**config.mk**
```make
export PLATFORM = sky130hd
export DESIGN_NAME = wide_add_seq
export DESIGN_NICKNAME = d
export VERILOG_FILES = /design/src/rtl/wide_add_pkg.sv /design/src/rtl/adder_64bit.sv /design/src/rtl/wide_add_seq.sv
export SDC_FILE = /design/constraint.sdc
export NUM_CORES = 2
export LEC_CHECK = 0
export CAP_MARGIN = 0
export CELL_PAD_IN_SITES_DETAIL_PLACEMENT = 2
export CELL_PAD_IN_SITES_GLOBAL_PLACEMENT = 2
export CORE_AREA = 5 5 299 301
export CTS_CLUSTER_SIZE = 25
export DETAILED_ROUTE_END_ITERATION = 7
export DIE_AREA = 0 0 304 306
export DONT_BUFFER_PORTS = 1
export PLACE_DENSITY_LB_ADDON = 0.08
export SYNTH_ARGS = -nofsm -noshare
export SYNTH_HDL_FRONTEND = slang
export SYNTH_SLANG_ARGS = --single-unit
```
**constraint.sdc**
```tcl
create_clock -name clk -period 10.32 [get_ports clk]
set_input_delay 1.032 -clock clk [delete_from_list [all_inputs] [get_ports clk]]
set_output_delay 1.032 -clock clk [all_outputs]
set_load 0.01 [all_outputs]
```
**src/rtl/wide_add_pkg.sv**
```systemverilog
// Shared types and sizing helpers for the wide_add_seq multi-precision sequencer.
package wide_add_pkg;

    typedef enum logic [1:0] {
        IDLE = 2'd0,
        RUN  = 2'd1,
        DONE = 2'd2
    } state_t;

    localparam int LIMB_W = 64;

    // A single-limb build still needs a 1-bit index register.
    function automatic int IDX_W(input int words);
        return (words > 1) ? $clog2(words) : 1;
    endfunction

endpackage

```
**src/rtl/adder_64bit.sv**
```systemverilog
// Shared 64-bit limb adder with carry-in and carry-out.
module adder_64bit (
    input  logic [63:0] a,
    input  logic [63:0] b,
    input  logic        ci,
    output logic        co,
    output logic [63:0] sum
);

    assign {co, sum} = {1'b0, a} + {1'b0, b} + {64'd0, ci};

endmodule

```
**src/rtl/wide_add_seq.sv**
```systemverilog
// Multi-precision add/subtract sequencer: one 64-bit limb per cycle through a shared adder.
// Optional zero/ovf flags are enabled by defining WIDE_ADD_SEQ_FLAGS_EN.
module wide_add_seq
    import wide_add_pkg::*;
#(
    parameter  int WORDS = 4,
    localparam int OPW   = 64 * WORDS
) (
    input  logic           clk,
    input  logic           reset_n,
    input  logic           start,
    input  logic           sub,
    input  logic [OPW-1:0] a,
    input  logic [OPW-1:0] b,
    output logic           busy,
    output logic           done,
    output logic [OPW-1:0] result,
`ifdef WIDE_ADD_SEQ_FLAGS_EN
    output logic           zero,
    output logic           ovf,
`endif
    output logic           carry_out
);

    localparam int IW = IDX_W(WORDS);

    state_t              state;
    state_t              next_state;
    logic                accept;
    logic                last;
    logic [IW-1:0]       idx;
    logic                carry;
    logic [OPW-1:0]      a_q;
    logic [OPW-1:0]      b_q;
    logic [LIMB_W-1:0]   limb_a;
    logic [LIMB_W-1:0]   limb_b;
    logic [LIMB_W-1:0]   limb_sum;
    logic                limb_co;

    assign last   = (idx == IW'(WORDS - 1));
    assign limb_a = a_q[idx*LIMB_W +: LIMB_W];
    assign limb_b = b_q[idx*LIMB_W +: LIMB_W];
    assign busy   = (state == RUN);
    assign done   = (state == DONE);

    adder_64bit u_adder (
        .a   (limb_a),
        .b   (limb_b),
        .ci  (carry),
        .co  (limb_co),
        .sum (limb_sum)
    );

    always_comb begin
        next_state = state;
        accept     = 1'b0;
        case (state)
            IDLE: begin
                if (start) begin
                    accept     = 1'b1;
                    next_state = RUN;
                end
            end
            RUN: begin
                if (last) next_state = DONE;
            end
            DONE: begin
                if (start) begin
                    accept     = 1'b1;
                    next_state = RUN;
                end else begin
                    next_state = IDLE;
                end
            end
            default: next_state = IDLE;
        endcase
    end

    // Subtraction is a + ~b + 1: invert b at latch time and seed the carry with sub.
    always_ff @(posedge clk or negedge reset_n) begin
        if (!reset_n) begin
            state     <= IDLE;
            idx       <= '0;
            carry     <= 1'b0;
            a_q       <= '0;
            b_q       <= '0;
            result    <= '0;
            carry_out <= 1'b0;
        end else begin
            state <= next_state;
            if (accept) begin
                a_q   <= a;
                b_q   <= sub ? ~b : b;
                carry <= sub;
                idx   <= '0;
            end else if (state == RUN) begin
                result[idx*LIMB_W +: LIMB_W] <= limb_sum;
                carry                        <= limb_co;
                if (last) carry_out <= limb_co;
                else      idx       <= idx + 1'b1;
            end
        end
    end

`ifdef WIDE_ADD_SEQ_FLAGS_EN
    // Signed overflow: carry into the top bit differs from carry out of it.
    logic top_cin;
    assign top_cin = limb_sum[LIMB_W-1] ^ limb_a[LIMB_W-1] ^ limb_b[LIMB_W-1];

    always_ff @(posedge clk or negedge reset_n) begin
        if (!reset_n) begin
            zero <= 1'b0;
            ovf  <= 1'b0;
        end else if (accept) begin
            zero <= 1'b1;
        end else if (state == RUN) begin
            zero <= zero & (limb_sum == '0);
            if (last) ovf <= top_cin ^ limb_co;
        end
    end
`endif

endmodule

```
==> metrics.md <==
| Metric | Value |
|---|---|
| Status | finished, violations left |
| Violated checks | max-slew violations |
| Number of remaining DRC errors | 0 |
| Worst Hold Class | in2async |
| Antenna violations before repair | 17 |
| Initial Utilization | 42.67% |
| Clock-pin slew on the worst setup and hold paths | 0.06 ns |
| Kind of critical path | reg2reg |
| Port bufs | 0 |
| Post-synth ARST share | 100.0% |
| Crit end category | register |
| Vias per cell | 5.987 |
| Post-synth top area share | 52.57% |
| Cell Int Power | 9.180 mW |
| Dpl cell area | 37630 µm² |
| Reg-to-Reg End | result[126] |
| Largest net degree at the start of global routing | 775 |
| Max Clock Skew | 0.02385 ns |
| DIE HEIGHT | 306 µm |
| RSZ-0062 raised after global routing | false |
| Logic pwr share | 51.4% |
| Synth Warn # | 0 |
| Fill cells | 8748 |
| Max_slew headroom | -110.8% |
| Count of different cell masters after synthesis | 70 |
| Critical Path Source | idx[1] |
| Vias in the first global route | 31720 |
| GRT Util Overall | 30.80% |
| HPWL Detailed | 104300 µm |
| Minimum clock period | 5.859 ns |
| Gr ovfl total | 0 |
| Clock Power Share | 18.4% |
| Primary FF master, synth | dfrtp_1 |
| Final setup TNS | 0 ns |
| Routability cong. | 0.8422 |
| Drt pass-1 iters | 8 |
| First-pass GRT wire length | 217600 µm |
| Ratio of cells with drive above 1 in the final layout | 9.130% |
| Most common cell in the netlist | nand2_1 |
| Layout area overhead | 10.27% |
| Cts repair resizes | 0 |
| MaxCap Viol Count | 0 |
| Fin crit share | 56.78% |
| Number of synthesized flops with an enable pin | 0 |
| Fin area | 40630 µm² |
| Area of the multi-input gates | 16500 µm² |
| Sw frac | 48.15% |
| WP data arrival | 6.43 ns |
| Pwr Density | 435.8 nW/µm² |
| Beginning of the worst register-to-register path | idx[1] |
| Clk sinks | 774 |
| Io pins | 775 |
| Net switching power | 8.525 mW |
| Synth top area cells | dfrtp_1 (53%), nand2_1 (11%), mux4_2 (7.8%) |
| Fraction of power consumed by sequential logic | 30.2% |
| CTS Hold Bufs | 0 |
| Mapped Nets | 4142 |
| Synth Cell Area | 36840 µm² |
| Leak | 18.89 nW |
| Synth area leader | dfrtp_1 |
| Startpoint Class | register |
| Cell count after synthesis | 3555 |
| H-tree levels | 3 |
| Worst Path Max Fanout | 84 |
| WP data required | 10.89 ns |
| Root buffer cell | clkbuf_16 |
| Clock Path Buffers | 3 |
| Core ar. | 86350 µm² |
| Tot Pwr | 17.71 mW |
| Post-Syn Area per Cell | 10.36 µm² |
| R2R cell count | 12 |
| R2R setup slack | 4.46 ns |
| Commonest cells post-synth | nand2_1 (1114), dfrtp_1 (774), o21ai_0 (312) |
| Yosys reg bits | 774 |
| Nets | 4003 |
| Detailed Route Iter0 Violations | 1798 |
| Peak supply drop | 198.4 µV |
| Worst slew pin tran | 3.161 ns |
| Final Max Slew Viols | 363 |
| Post-CTS Setup Repair Bufs | 0 |
| Register area | 19380 µm² |
| Fmax | 170.7 MHz |
| Avg WL per Cell | 31.68 µm |
| Clk_lat worst skew | 0.65 ns |
| Die Wd | 304 µm |
| Total routed wirelength | 147500 µm |
| Vias | 27870 |
| CTS tree | done |
| Die ar. | 93020 µm² |
| Sequential area share after synthesis | 52.57% |
| Num CTS Buffers | 89 |
| Final ANT Viol Nets | 0 |
| Final hold viol count | 0 |
| Setup Viol. Count Final | 0 |
| Rows | 108 |
## state kept, by name (all words and copies together) (netlist names)
name and cells:
a_q 256, b_q 256, carry 1, carry_out 1, idx 2, result 256
state 2
## metal layers
metal | vias up | share of wire (%) | GRT usage [%]
met4 | 2 | 4.2 | 12.16
met1 | 14790 | 38 | 36.45
met3 | 244 | 6.8 | 7.876
met2 | 924 | 51 | 54.10
li1 | 11910 | - | -
met5 | - | 0.014 | 0
## placed cells by master, fill, tap and decap left out, types with 5 or more instances in the layout
cell type  count
clkbuf_1      17
mux4_2       128
a32o_1         8
o211ai_1       5
bufinv_16      8
inv_1         23
clkinv_2      20
and3_1         8
nand2b_1       6
o21bai_1      11
clkbuf_8      12
dfrtp_1      772
xnor2_1      288
nor2_1        35
a21oi_1       67
a22o_1       212
ha_1          69
buf_4         19
a31oi_1        5
clkbuf_16     90
nand3_1       15
o21ai_0      312
or4_1          5
nor2b_1        5
a22oi_1        8
o21a_1        12
diode_2       16
a21o_1        41
nor3_1        12
o21ai_1       14
a211oi_1       5
nand4_1       24
nand2_1     1110
xor2_1        22
or3_1          7
## metrics by stage
stage	cells	hold WS, ns	setup slack [ns]	utilization (%)
6_report	4654	0.08996	4.461	47.05
5_1_grt	4650	0.06074	4.214	47.04
4_1_cts	4638	0.05869	4.524	47.00
3_5_place_dp	4480	0.4659	4.595	43.58
3_3_place_gp	4480	0.4541	4.757	43.58
2_1_floorplan	3555	0.4403	5.582	-
## cell type report
cell class | instances | area share [%]
clock buffer | 119 | 6.107
sequential | 774 | 47.69
clock inverter | 39 | 1.167
inverter | 24 | 0.2217
multi-input combinational | 2504 | 40.61
tap | 1155 | 3.557
antenna | 16 | 0.09855
timing repair buffer | 23 | 0.5482
## logic make-up after synthesis
logic type,count (synthesis),synth area share [%]
buf+inv,277,2.836
xor+xnor,311,7.414
fa+ha+maj,71,2.452
flops,774,52.57
compound gates,738,13.34
simple gates,1254,13.51
mux,130,7.879
## critical path, stage by stage, from the launching register on
cell      delay (ns)
dfrtp_4         0.98
buf_12          0.55
mux4_2          0.44
ha_1            0.51
nand4_1         0.21
nor3_1          0.40
nand2_1         0.15
nor4_1          1.16
nor3_4          0.11
nor3_1          0.32
o221ai_2        0.16
xnor2_1         0.40
a22o_1          0.21
## worst max-delay path by stage
stage,cells past startpoint,end
final,12,result[126]
after global placement,15,result[56]
after CTS,15,result[120]
after floorplan,17,result[56]
after detailed placement,15,result[120]
after global routing,12,result[180]
## power groups by stage
stage / Sequential, mW / Combinational (mW) / Clock, mW
after floorplan: 4.87 / 5.92 / 0
after global placement: 5.28 / 8.56 / 0
after detailed placement: 5.38 / 8.96 / 0
after CTS: 5.35 / 9.07 / 3.31
after global routing: 5.47 / 9.77 / 3.44
final: 5.35 / 9.10 / 3.25
No activity file was read; power rests on OpenSTA's default activity.
